**config.mk**
```make
export PLATFORM = sky130hd
export DESIGN_NAME = rca_seq_ctrl
export DESIGN_NICKNAME = d
export VERILOG_FILES = /design/src/rtl/rca_seq_ctrl.sv
export SDC_FILE = /design/constraint.sdc
export NUM_CORES = 1
export LEC_CHECK = 0
export ABC_AREA = 0
export CAP_MARGIN = 0
export CORE_ASPECT_RATIO = 0.75
export CORE_UTILIZATION = 53
export CTS_CLUSTER_DIAMETER = 150
export DETAILED_ROUTE_END_ITERATION = 10
export PLACE_DENSITY = 0.85
export SLEW_MARGIN = 25
export SYNTH_ARGS = -nofsm -noshare
export SYNTH_HDL_FRONTEND = slang
export SYNTH_SLANG_ARGS = --single-unit
```
**constraint.sdc**
```tcl
create_clock -name clk -period 3.5 [get_ports clk]
set_input_delay 0.35 -clock clk [delete_from_list [all_inputs] [get_ports clk]]
set_output_delay 0.35 -clock clk [all_outputs]
set_load 0.02 [all_outputs]
```
**src/rtl/rca_seq_ctrl.sv**
```systemverilog
// Wide unsigned adder sequencer: time-multiplexes one external 4-bit carry-less adder,
// nibble by nibble LSB first, injecting inter-nibble carries with an extra "+1" pass.
module rca_seq_ctrl #(
   parameter int unsigned NIBBLES = 4,
   localparam int unsigned W = 4 * NIBBLES
) (
   input  logic         clk,
   input  logic         rst_n,
   input  logic         start,
   input  logic [W-1:0] a,
   input  logic [W-1:0] b,
   output logic         busy,
   output logic         done,
   output logic [W-1:0] sum,
   output logic         cout,
   output logic [3:0]   add_in0,
   output logic [3:0]   add_in1,
   input  logic [3:0]   add_out,
   input  logic         add_cout
);

   localparam int unsigned IdxW = (NIBBLES > 1) ? $clog2(NIBBLES) : 1;
   localparam logic [IdxW-1:0] LastIdx = IdxW'(NIBBLES - 1);

   typedef enum logic [1:0] {StIdle, StAdd, StFix, StDone} state_e;

   state_e state_q, state_d;

   logic [NIBBLES-1:0][3:0] a_q, a_d;
   logic [NIBBLES-1:0][3:0] b_q, b_d;
   logic [NIBBLES-1:0][3:0] sum_q, sum_d;
   logic [IdxW-1:0]         idx_q, idx_d;
   logic                    c_q, c_d;
   logic                    t_q, t_d;
   logic                    cout_q, cout_d;
   logic                    last;

   assign last = (idx_q == LastIdx);
   assign sum  = sum_q;
   assign cout = cout_q;

   always_ff @(posedge clk or negedge rst_n) begin
      if (!rst_n) begin
         state_q <= StIdle;
      end else begin
         state_q <= state_d;
      end
   end

   always_comb begin
      state_d = state_q;
      unique case (state_q)
         StIdle:  if (start) state_d = StAdd;
         StAdd: begin
            if (c_q)       state_d = StFix;
            else if (last) state_d = StDone;
         end
         StFix:   state_d = last ? StDone : StAdd;
         StDone:  state_d = StIdle;
         default: state_d = StIdle;
      endcase
   end

   always_comb begin
      add_in0 = 4'd0;
      add_in1 = 4'd0;
      busy    = (state_q != StIdle);
      done    = (state_q == StDone);
      unique case (state_q)
         StAdd: begin
            add_in0 = a_q[idx_q];
            add_in1 = b_q[idx_q];
         end
         StFix: begin
            add_in0 = sum_q[idx_q];
            add_in1 = 4'd1;
         end
         default: ;
      endcase
   end

   // Datapath next-state; the adder result is consumed combinationally in the same cycle.
   always_comb begin
      a_d    = a_q;
      b_d    = b_q;
      sum_d  = sum_q;
      idx_d  = idx_q;
      c_d    = c_q;
      t_d    = t_q;
      cout_d = cout_q;
      unique case (state_q)
         StIdle: begin
            if (start) begin
               a_d   = a;
               b_d   = b;
               idx_d = '0;
               c_d   = 1'b0;
            end
         end
         StAdd: begin
            sum_d[idx_q] = add_out;
            t_d          = add_cout;
            // A pending carry defers the index step to the following +1 pass.
            if (!c_q) begin
               c_d = add_cout;
               if (last) cout_d = add_cout;
               else      idx_d  = idx_q + IdxW'(1);
            end
         end
         StFix: begin
            sum_d[idx_q] = add_out;
            c_d          = t_q | add_cout;
            if (last) cout_d = t_q | add_cout;
            else      idx_d  = idx_q + IdxW'(1);
         end
         default: ;
      endcase
   end

   always_ff @(posedge clk or negedge rst_n) begin
      if (!rst_n) begin
         a_q    <= '0;
         b_q    <= '0;
         sum_q  <= '0;
         idx_q  <= '0;
         c_q    <= 1'b0;
         t_q    <= 1'b0;
         cout_q <= 1'b0;
      end else begin
         a_q    <= a_d;
         b_q    <= b_d;
         sum_q  <= sum_d;
         idx_q  <= idx_d;
         c_q    <= c_d;
         t_q    <= t_d;
         cout_q <= cout_d;
      end
   end

endmodule

```
# == Word-level counts from Yosys, hierarchy flattened ==
# Cells that the tools add are included.
# totals
register_bits,55
n_memories,0
ram_bits,0
mem_bits_ro,0
word_cells,68
latchBits,0
output_inout_bits,27
# op_classes
n_lt_le_gt_ge,2
n_div,0
multipliers,0
n_shift,0
n_reduce_logical,11
bitwise,1
eq_ne,9
n_addsub,1
muxes,27
# ops
operator,n
$bmux W4 S2,3
$bwmux W16,1
$mux W4,4
$pmux W4 S2,2
$mux W2,7
$demux W4 S2,1
$ne A2 B2 Y1 const B,4
$pmux W2 S4,1
$eq A2 B2 Y1 const B,3
$pmux W2 S3,1
$reduce_and A2 Y1,3
$mux W1,5
$reduce_and A4 Y1,1
$reduce_bool A2 Y1,2
$lt A2 B3 Y1 const B,1
$ne A3 B3 Y1 const B,1
$pmux W1 S3,1
$reduce_and A3 Y1,1
$reduce_bool A3 Y1,1
$add A2 B1 Y2 const B,1
$eq A2 B1 Y1 const B,1
$ge A2 B1 Y1 const B,1
$logic_not A2 Y1,1
$pmux W1 S2,1
other kinds (3),3

# == Longest topological paths before layout ==
# Gate-level depths: netlist of the first run.
# depth
word_depth,5
ltp_mapped,7
depth_no_buf,5

# == Worst setup path before layout of the first run ==
# Ideal clock, no wire load.
# synth_timing
path_kind,register -> output
from,reg state_q[0]
to,out add_in1[0]
stages_incl_launch_ff,6
path_slack_ps,1517
t_arrival_ps,1633
cell_sequence,dfrtp_1 > inv_1 > ha_1 > buf_2 > buf_1 > nor2b_1
# synth_between
elab_chain_cells,2
word_cells_on_any_way,3
# synth_lines
element,line,source
start: declaration,27,"state_e state_q, state_d;"
start signal: assignment,44,state_q <= StIdle;
start signal: assignment,46,state_q <= state_d;
$eq A2 B2 Y1 or $eq A2 B1 Y1 (tied branches),69,unique case (state_q)
$pmux W4 S2 (*),69,
end: declaration,17,"output logic [3:0] add_in1,"
# Mark *: on every way between the ends. The rest lies on a longest branch, timed or not.

# == Final worst setup path of the first run ==
# layout_timing
from,reg idx_q[0]
to,out add_in1[0]
# layout_between
elab_chain_cells,3
# layout_lines
element,line,source
start: declaration,32,"logic [IdxW-1:0] idx_q, idx_d;"
start signal: assignment,133,idx_q <= idx_d;
$bmux W4 S2,72,add_in1 = b_q[idx_q];
$mux W4 (not written as such),72,
$pmux W4 S2,69,
# Every way passes these cells. The select of a mux whose other input is x is not followed.

==> results of run 1 <==
-- final cells by class --
cell class | count | area (um2)
clock inverters | 3 | 23.8
clock buffers | 5 | 68.8
fillers | 345 | 1410
inverters | 5 | 18.8
well taps | 60 | 75.1
repair buffers | 68 | 671
flip-flops and latches | 55 | 1380
multi-input cells | 124 | 1280
-- placed cells by master, fill, tap and decap left out, drive strengths merged --
cell | netlist | routed
inv | 5 | 6
o21a | 2 | 2
nor2 | 3 | 3
o211ai | 1 | 1
buf | 10 | 3
clkbuf | 0 | 5
clkdlybuf4s50 | 0 | 65
mux2 | 49 | 49
a31oi | 2 | 2
a32o | 1 | 1
or4 | 1 | 1
nand2b | 2 | 2
and2 | 1 | 1
clkinvlp | 0 | 2
mux4 | 12 | 12
dfrtp | 55 | 55
a22o | 3 | 3
nor2b | 3 | 3
a31o | 1 | 1
o21ai | 5 | 5
nand3 | 9 | 9
nand2 | 11 | 11
a211oi | 1 | 1
a21oi | 3 | 3
nor3b | 1 | 1
and3 | 3 | 3
ha | 10 | 10
-- cell families (layout without fill, tap and decap cells) --
family / Yosys count / after routing / share of synthesized area
buf+inv: 15 / 81 / 0.0305
mux: 61 / 61 / 0.314
simple gates: 34 / 34 / 0.0615
compound gates: 19 / 19 / 0.0465
flops: 55 / 55 / 0.501
fa+ha+maj: 10 / 10 / 0.0456
-- worst reg2reg max path, delay by kind of cell, from the launching register on --
family,cells,cell delay [ns]
simple gates,1,0.35
fa+ha+maj,1,0.71
mux,1,0.36
flops,1,0.46
buf+inv,1,0.13
-- through the flow --
step	cells	power (mW)	setup slack (ns)	instance area, um2
after global routing	320	3.56	0.454	3520
after CTS	320	3.36	0.564	3520
final	320	3.34	0.580	3520
after global placement	312	2.94	0.968	3430
after detailed placement	312	3.00	0.929	3430
after floorplan	194	2.40	1.52	2750
-- where the power goes --
group / total, mW / switching [mW] / internal (mW) / leakage, nW
Clock: 0.360 / 0.216 / 0.144 / 0.0408
Combinational: 1.75 / 0.756 / 0.994 / 0.804
Sequential: 1.23 / 0.270 / 0.965 / 0.647
Total: 3.34 / 1.24 / 2.10 / 1.49
-- sequential cells by signal (all words and copies together), names as in the netlist --
| signal | count |
|---|---|
| state_q | 2 |
| idx_q | 2 |
| a_q | 16 |
| b_q | 16 |
| cout | 1 |
| c_q | 1 |
| t_q | 1 |
| sum | 16 |
-- layer usage --
metal / wire length (um) / global-route usage / vias to the layer above
li1: - / - / 844
met1: 2760 / 0.320 / 917
met2: 2540 / 0.342 / 42
met3: 213 / 0.0491 / 2
met4: 21 / 0.0318 / 0
met5: 0 / 0 / -
-- final timing paths --
| path | startpoint | endpoint | slack (ns) | cells after the start |
|---|---|---|---|---|
| hold reg to reg | b_q[6] | b_q[6] | 0.51 | 1 |
| setup reg to reg | state_q[0] | sum[4] | 1.38 | 4 |
| setup / recovery | idx_q[0] | add_in1[0] | 0.58 | 4 |
| max in group asynchronous | rst_n | a_q[6] | 2.69 | 2 |
| hold / removal | rst_n | cout | 0.02 | 1 |
| min in group clk | b_q[6] | b_q[6] | 0.51 | 1 |
==> impl_summary.txt, run 1 <==
----------------------------------------------------
[Timing]
  Final Hold Violating Endpoints ... 0
  Highest clock frequency the design can meet ... 342 MHz
  Final hold slack ... 0.0151 ns
  Setup TNS Final ... 0 ns
  Pins Over Slew Limit ... 0
  Slew at the pin closest to its max-slew limit ... 0.792 ns
  Tmin final ... 2.92 ns
  Clock tree skew after final layout ... 0.00890 ns
  Final setup vio count ... 0
  Share of the clock period used by the worst path ... 0.834
  RSZ-0062 raised after global routing ... no
  Worst max-slew margin expressed relative to the limit ... 0.472

[Clock network]
  Master cell of the clock root buffer ... sky130_fd_sc_hd__clkbuf_8
  Buffer count from post-CTS setup fixing ... 0
  Quantity of hold-fixing buffers added after cts ... 0
  Clock transition at the register clock pins on the worst setup and hold paths after CTS ... 0.10 ns
  Number of levels in the clock H-tree ... 2
  Resize count post-CTS ... 0
  Count of clock tree sinks ... 55
  Maximum number of buffers from clock root to sink ... 2
  Clock latency reported for the late side of the worst-skew pair ... 0.31 ns
  Number of buffers inserted during clock tree synthesis ... 5
  TritonCTS clock tree ... done

[Yosys]
  Post-Synthesis Cells ... 194
  Number of enable flip-flop cells after synthesis ... 0
  Most frequent cell after synthesis ... sky130_fd_sc_hd__dfrtp_1
  Net count after synthesis ... 244
  Dominant register cell in the synthesized netlist ... sky130_fd_sc_hd__dfrtp_1
  Area leader, netlist ... sky130_fd_sc_hd__dfrtp_1
  Synth unique cells ... 28
  Main area contributors after synthesis ... sky130_fd_sc_hd__dfrtp_1 (50%), sky130_fd_sc_hd__mux2_2 (20%), sky130_fd_sc_hd__mux4_1 (11%)
  Fraction of synthesized cell area taken by the top area cell type ... 0.501
  Count of yosys warnings during synthesis ... 0
  Flops & latches, synth ... 55
  Synth top cells by count ... sky130_fd_sc_hd__dfrtp_1 (55), sky130_fd_sc_hd__mux2_2 (49), sky130_fd_sc_hd__mux4_1 (11), sky130_fd_sc_hd__nand2_1 (11), sky130_fd_sc_hd__ha_1 (10)
  Asr flop ratio synth ... 1.00
  Sequential fraction of the synthesis area ... 0.501
  Total standard cell area after synthesis ... 2750 um2
  Mean Syn Cell Area ... 14.2 um2

[Critical path]
  Crit Path Category ... flop to output pin
  Sort of element at the start of the critical path ... flop
  Stage delay of the slowest cell on the critical path ... 0.87 ns
  Crit path buffers/inverters ... 1
  Data required, critical path ... 3.15 ns
  Worst path top cell family by delay ... flip-flops
  CP Cell Sequence ... mux4_1 -> a21oi_1 -> nor2b_1 -> clkdlybuf4s50_1
  Maximum net fanout on the critical path ... 18
  Slowest cell on crit path ... sky130_fd_sc_hd__dfrtp_1
  Data arrival time of the worst path ... 2.57 ns
  Type of destination of the critical path ... output pin

[Worst hold path]
  Path class of the lowest-slack min-delay path ... input pin to async pin

[Place]
  Final RePlAce weighted congestion ... 0.811
  IO Port Bufs ... 66
  DP HPWL ... 3980 um

[Floorplan]
  Die extent in x ... 85.1 um
  Die ar. ... 5470 um2
  I/O pin count ... 67
  Total core area ... 4930 um2
  Initial Util ... 0.557
  Die H ... 64.3 um
  Count of standard-cell rows ... 22

[GRT]
  Vias in the first global route ... 1854
  Global route overflow ... 0
  Pin count of the biggest net entering global routing ... 33
  Antenna violations before repair ... 0
  Global-route wire length before repair ... 9130 um
  GRT Overall Usage ... 0.218

[Route]
  Total routed wirelength ... 5530 um
  Iteration count of the initial detailed-routing pass ... 4
  Detailed-route wire length per cell ... 17.3 um
  Antenna Nets Post-Route ... 0
  Starting DRC count in detailed routing ... 81
  Vias ... 1805
  Number of vias per cell ... 5.64
  Final routed DRC violation total ... 0

[Finish]
  Share of cells above drive strength 1 ... 0.238
  Area added between synthesis and finish ... 28.2%
  Core utilization of the finished layout ... 0.714
  Number of antenna cells inserted ... 0
  Nets@finish ... 309

[Pwr]
  Max rail drop VDD ... 0.398 mV
  Cell area power density ... 950 nW/um2
  Reported leakage power ... 1.49 nW

[Flow run]
  MaxCap Viol Count ... 0

[Run status]
  Result of the run ... finished clean

----------------------------------------------------
Note: power is estimated with default switching activity, not from simulation.
==> inputs of run 2 (changes only) <==
--- a/config.mk
+++ b/config.mk
@@ -8,10 +8,10 @@
 export ABC_AREA = 0
 export CAP_MARGIN = 0
 export CORE_ASPECT_RATIO = 0.75
-export CORE_UTILIZATION = 53
+export CORE_UTILIZATION = 49
 export CTS_CLUSTER_DIAMETER = 150
 export DETAILED_ROUTE_END_ITERATION = 10
-export PLACE_DENSITY = 0.85
+export PLACE_DENSITY = 0.79
 export SLEW_MARGIN = 25
 export SYNTH_ARGS = -nofsm -noshare
 export SYNTH_HDL_FRONTEND = slang
==> constraint.sdc (replaced) <==
create_clock -name clk -period 3.05 [get_ports clk]
set_input_delay 0.305 -clock clk [delete_from_list [all_inputs] [get_ports clk]]
set_output_delay 0.305 -clock clk [all_outputs]
set_load 0.02 [all_outputs]
==> run 2 against run 1 <==
Against the previous run:
- final cell count up 5.0%
- largest cell class unchanged
- hold slack gained 0.45 ns
- sequential power up 15%
- non-clock buffer count up 1
- register-to-register slack got worse by 0.47 ns
- critical path type unchanged
- clock-buffer cell count up 1
==> impl_summary.txt, run 2 (same netlist as run 1, synthesis figures left out) <==
----------------------------------------------------
[Run status]
  Result of the run ... finished clean

[Pwr]
  Clock power share ... 0.109
  Comb pwr share ... 0.524
  Int Power ... 2.44 mW
  P_sw ... 1.42 mW
  Sequential share of power ... 0.367
  Proportion of total power due to net switching ... 0.369
  Cell area power density ... 1090 nW/um2
  Max rail drop VDD ... 0.479 mV
  Reported leakage power ... 1.50 nW
  Post-layout power ... 3.86 mW

[Timing]
  RSZ-0062 raised after global routing ... no
  Final setup vio count ... 0
  Clock tree skew after final layout ... 0.00450 ns
  Pins Over Slew Limit ... 0
  Share of the clock period used by the worst path ... 0.933
  Worst max-slew margin expressed relative to the limit ... 0.488
  Final Hold Violating Endpoints ... 0
  Slew at the pin closest to its max-slew limit ... 0.768 ns
  Setup TNS Final ... 0 ns
  Tmin final ... 2.84 ns
  Final hold slack ... 0.468 ns
  Highest clock frequency the design can meet ... 352 MHz

[Route]
  Vias ... 1839
  Detailed-route wire length per cell ... 16.7 um
  Number of vias per cell ... 5.47
  Final routed DRC violation total ... 0
  Antenna Nets Post-Route ... 0
  Iteration count of the initial detailed-routing pass ... 4
  Starting DRC count in detailed routing ... 54
  Total routed wirelength ... 5620 um

[GRT]
  Vias in the first global route ... 1806
  Global route overflow ... 0
  Global-route wire length before repair ... 9140 um
  Pin count of the biggest net entering global routing ... 37
  Antenna violations before repair ... 0
  GRT Overall Usage ... 0.208

[Clock network]
  Count of clock tree sinks ... 55
  Number of buffers inserted during clock tree synthesis ... 5
  Clock latency reported for the late side of the worst-skew pair ... 0.30 ns
  Clock transition at the register clock pins on the worst setup and hold paths after CTS ... 0.10 ns
  TritonCTS clock tree ... done
  Master cell of the clock root buffer ... sky130_fd_sc_hd__clkbuf_8
  Maximum number of buffers from clock root to sink ... 2
  Number of levels in the clock H-tree ... 2

[Critical path]
  Critical register-to-register path endpoint ... sum[12]
  Worst Reg-to-Reg Cells ... 4
  Data arrival time of the worst path ... 2.54 ns
  Type of destination of the critical path ... output pin
  Crit Path Category ... flop to output pin
  Reg2Reg Launch Point ... state_q[0]
  Maximum net fanout on the critical path ... 22
  Data required, critical path ... 2.74 ns
  Sort of element at the start of the critical path ... flop
  Register-to-register setup slack ... 0.91 ns

[Finish]
  Core utilization of the finished layout ... 0.660
  Area added between synthesis and finish ... 29.4%
  Number of antenna cells inserted ... 0
  Nets@finish ... 310
  Share of cells above drive strength 1 ... 0.238
  Most used cells in the layout excluding fill and tap cells ... sky130_fd_sc_hd__clkdlybuf4s50_1 (65), sky130_fd_sc_hd__dfrtp_1 (55), sky130_fd_sc_hd__mux2_2 (49)
  Most frequent standard cell in the layout excluding fill and tap cells ... sky130_fd_sc_hd__clkdlybuf4s50_1
  Final design instance area without fill ... 3550 um2

[Place]
  Final RePlAce weighted congestion ... 0.805
  DP HPWL ... 4000 um
  Placement-stage cell area ... 3440 um2
  IO Port Bufs ... 66

[Floorplan]
  I/O pin count ... 67
  Die extent in x ... 88.4 um
  Initial Util ... 0.510
  Total core area ... 5380 um2
  Die ar. ... 5910 um2
  Count of standard-cell rows ... 23
  Die H ... 66.8 um

[Worst hold path]
  Path class of the lowest-slack min-delay path ... input pin to async pin

[Flow run]
  MaxCap Viol Count ... 0

----------------------------------------------------
-- run 2: cell types whose count changed in the layout (fill, tap and decap cells not counted) --
| cell | previous run | this run |
|---|---|---|
| sky130_fd_sc_hd__clkinv_4 | 0 | 1 |
| sky130_fd_sc_hd__clkinvlp_4 | 2 | 1 |
| sky130_fd_sc_hd__dlygate4sd3_1 | 0 | 1 |
| sky130_fd_sc_hd__inv_6 | 1 | 0 |
| sky130_fd_sc_hd__clkbuf_8 | 5 | 6 |
-- run 2: stage by stage --
step	std cells	worst slack, ns
3_3_place_gp	327	0.541
6_report	336	0.205
5_1_grt	336	0.0628
2_1_floorplan	194	1.11
4_1_cts	336	0.194
3_5_place_dp	327	0.533
-- run 2: power groups by stage --
stage | Combinational [mW] | Clock [mW] | Sequential (mW)
CTS | 2.03 | 0.434 | 1.41
finish | 2.02 | 0.422 | 1.42
detailed placement | 2.01 | 0 | 1.43
floorplan | 1.33 | 0 | 1.43
global placement | 1.97 | 0 | 1.43
global route | 2.18 | 0.458 | 1.47
-- run 2: worst max path at each step --
stage / start / to / depth (start not counted)
4_1_cts: idx_q[0] / add_in1[3] / 3
5_1_grt: state_q[0] / add_in0[3] / 5
3_3_place_gp: idx_q[0] / add_in1[0] / 4
3_5_place_dp: idx_q[0] / add_in1[3] / 3
2_1_floorplan: state_q[0] / add_in1[0] / 5
6_report: state_q[0] / add_in0[3] / 5
-- run 2: final cells by class --
| type | instances | area [um2] |
|---|---|---|
| flip-flops and latches | 55 | 1380 |
| well taps | 75 | 93.8 |
| repair buffers | 69 | 681 |
| clock inverters | 2 | 16.3 |
| fillers | 417 | 1830 |
| multi-input cells | 124 | 1280 |
| inverters | 5 | 18.8 |
| clock buffers | 6 | 82.6 |
-- run 2: what timing repair did --
item                                   in CTS  in global routing
hold buffers                                1                  0
setup buffers                               0                  0
endpoints found under the hold margin      19                  0
gates resized for setup                     0                  0
-- run 2: layer usage --
metal,global-route usage,share of wire,up-vias
li1,-,-,858
met1,0.317,0.50,931
met2,0.307,0.45,45
met3,0.0384,0.040,5
met4,0.0484,0.0084,0
met5,0,0,-
-- run 2: critical path: stages, from the launching register on --
cell and delay [ns]:
sky130_fd_sc_hd__dfrtp_1 0.46, sky130_fd_sc_hd__inv_1 0.15, sky130_fd_sc_hd__ha_1 0.74, sky130_fd_sc_hd__nand3_1 0.16, sky130_fd_sc_hd__nand2_1 0.13, sky130_fd_sc_hd__clkdlybuf4s50_1 0.61
==> inputs of run 3 (changes only) <==
--- a/config.mk
+++ b/config.mk
@@ -9,8 +9,9 @@
 export CAP_MARGIN = 0
 export CORE_ASPECT_RATIO = 0.75
 export CORE_UTILIZATION = 49
-export CTS_CLUSTER_DIAMETER = 150
+export CTS_CLUSTER_DIAMETER = 60
 export DETAILED_ROUTE_END_ITERATION = 10
+export GPL_TIMING_DRIVEN = 0
 export PLACE_DENSITY = 0.79
 export SLEW_MARGIN = 25
 export SYNTH_ARGS = -nofsm -noshare
==> run 3 against run 2 <==
Against the previous run:
- utilization increased by 1.3 points
- via count increased by 0.82%
- first-iteration DRC count up 20%
- clock skew grew 0.0053 ns
- critical endpoint is now add_in0[1]
==> impl_summary.txt, run 3 (same netlist as run 1, synthesis figures left out) <==
----------------------------------------------------
[Run status]
  Result of the run ... finished clean

[Floorplan]
  Die extent in x ... 88.4 um
  Count of standard-cell rows ... 23
  I/O pin count ... 67
  Die H ... 66.8 um
  Die ar. ... 5910 um2
  Total core area ... 5380 um2
  Initial Util ... 0.510

[Timing]
  Share of the clock period used by the worst path ... 0.887
  Slew at the pin closest to its max-slew limit ... 0.347 ns
  Final setup vio count ... 0
  RSZ-0062 raised after global routing ... no
  Worst max-slew margin expressed relative to the limit ... 0.768
  Final hold slack ... 0.398 ns
  Final Hold Violating Endpoints ... 0
  Pins Over Slew Limit ... 0
  Highest clock frequency the design can meet ... 370 MHz
  Clock tree skew after final layout ... 0.00977 ns
  Tmin final ... 2.70 ns

[Place]
  Final RePlAce weighted congestion ... 0.774
  DP HPWL ... 4050 um
  Placement-stage cell area ... 3520 um2
  IO Port Bufs ... 66

[Clock network]
  Resize count post-CTS ... 0
  TritonCTS clock tree ... done
  Master cell of the clock root buffer ... sky130_fd_sc_hd__clkbuf_8
  Maximum number of buffers from clock root to sink ... 2
  Clock transition at the register clock pins on the worst setup and hold paths after CTS ... 0.10 ns
  Clock latency reported for the late side of the worst-skew pair ... 0.31 ns
  Count of clock tree sinks ... 55
  Number of levels in the clock H-tree ... 2
  Number of buffers inserted during clock tree synthesis ... 5

[Route]
  Vias ... 1854
  Antenna Nets Post-Route ... 0
  Detailed-route wire length per cell ... 15.8 um
  Starting DRC count in detailed routing ... 65
  Iteration count of the initial detailed-routing pass ... 4
  Final routed DRC violation total ... 0
  Number of vias per cell ... 5.39
  Total routed wirelength ... 5440 um

[Finish]
  Nets@finish ... 318
  Total of fill cells in the finished design ... 415
  Most frequent standard cell in the layout excluding fill and tap cells ... sky130_fd_sc_hd__clkdlybuf4s50_1
  Final design instance area without fill ... 3620 um2
  Most used cells in the layout excluding fill and tap cells ... sky130_fd_sc_hd__clkdlybuf4s50_1 (65), sky130_fd_sc_hd__dfrtp_1 (55), sky130_fd_sc_hd__mux2_2 (49)
  Area added between synthesis and finish ... 32.0%
  Number of antenna cells inserted ... 0
  Share of cells above drive strength 1 ... 0.260
  Core utilization of the finished layout ... 0.673

[Critical path]
  Critical register-to-register path endpoint ... idx_q[1]
  Sort of element at the start of the critical path ... flop
  Data required, critical path ... 2.74 ns
  Data arrival time of the worst path ... 2.40 ns
  Type of destination of the critical path ... output pin
  Worst Reg-to-Reg Cells ... 6
  Crit Path Category ... flop to output pin
  Maximum net fanout on the critical path ... 19
  Reg2Reg Launch Point ... idx_q[1]
  Register-to-register setup slack ... 1.10 ns

[Pwr]
  Post-layout power ... 3.90 mW
  Max rail drop VDD ... 0.377 mV
  Cell area power density ... 1080 nW/um2
  Reported leakage power ... 1.54 nW

[GRT]
  Antenna violations before repair ... 0
  Pin count of the biggest net entering global routing ... 41
  Global route overflow ... 0
  Global-route wire length before repair ... 9080 um
  GRT Overall Usage ... 0.209
  Vias in the first global route ... 1843

[Flow run]
  MaxCap Viol Count ... 0

[Worst hold path]
  Path class of the lowest-slack min-delay path ... input pin to async pin

----------------------------------------------------
## run 3: critical path, cell delays in order, from the launching register on
cell and delay, ns:
sky130_fd_sc_hd__dfrtp_1 0.46, sky130_fd_sc_hd__inv_1 0.14, sky130_fd_sc_hd__ha_1 0.36, sky130_fd_sc_hd__buf_2 0.32, sky130_fd_sc_hd__nand3_1 0.13, sky130_fd_sc_hd__nand2_1 0.08, sky130_fd_sc_hd__clkdlybuf4s50_1 0.60
## run 3: per-stage QoR
| stage | TNS, ns | instances | setup slack (ns) |
|---|---|---|---|
| after detailed placement | 0 | 336 | 0.408 |
| after floorplan | 0 | 194 | 1.11 |
| after CTS | 0 | 345 | 0.0656 |
| after global routing | 0 | 344 | 0.157 |
| final | 0 | 344 | 0.345 |
| after global placement | -1.60 | 335 | -0.0323 |
## run 3: what timing repair did
| action | 4_1_cts | 5_1_grt |
|---|---|---|
| endpoints found under the setup margin | 0 | 6 |
| buffers inserted | 0 | 0 |
| hold buffers | 1 | 0 |
| hold endpoints to repair | 15 | 0 |
## run 3: power by group
part / total, mW / internal (mW) / switching (mW)
logic: 2.13 / 1.18 / 0.944
clock network: 0.427 / 0.186 / 0.241
registers: 1.34 / 1.11 / 0.236
total: 3.90 / 2.48 / 1.42
## run 3: metal layers
| metal | up-vias | track usage | share of wire |
|---|---|---|---|
| met5 | - | 0 | 0 |
| met4 | 0 | 0.0423 | 0.0046 |
| met3 | 4 | 0.0458 | 0.046 |
| met2 | 54 | 0.313 | 0.45 |
| met1 | 924 | 0.311 | 0.50 |
| li1 | 872 | - | - |
## run 3: cell type report
type | count | area (um2) | area share
sequential | 55 | 1380 | 0.380
multi-input combinational | 124 | 1280 | 0.355
timing repair buffer | 68 | 688 | 0.190
tap | 75 | 93.8 | 0.0259
clock buffer | 6 | 82.6 | 0.0228
buffer | 9 | 61.3 | 0.0169
inverter | 5 | 18.8 | 0.00518
clock inverter | 2 | 16.3 | 0.00449
## run 3: worst max-delay path by stage
stage,depth (start not counted),endpoint,slack [ns],start
2_1_floorplan,5,add_in1[0],1.11,state_q[0]
6_report,6,add_in0[1],0.35,state_q[0]
5_1_grt,6,add_in0[0],0.16,state_q[0]
3_3_place_gp,1,a_q[12],-0.03,rst_n
4_1_cts,7,add_in0[2],0.07,state_q[0]
3_5_place_dp,7,add_in0[2],0.41,state_q[0]
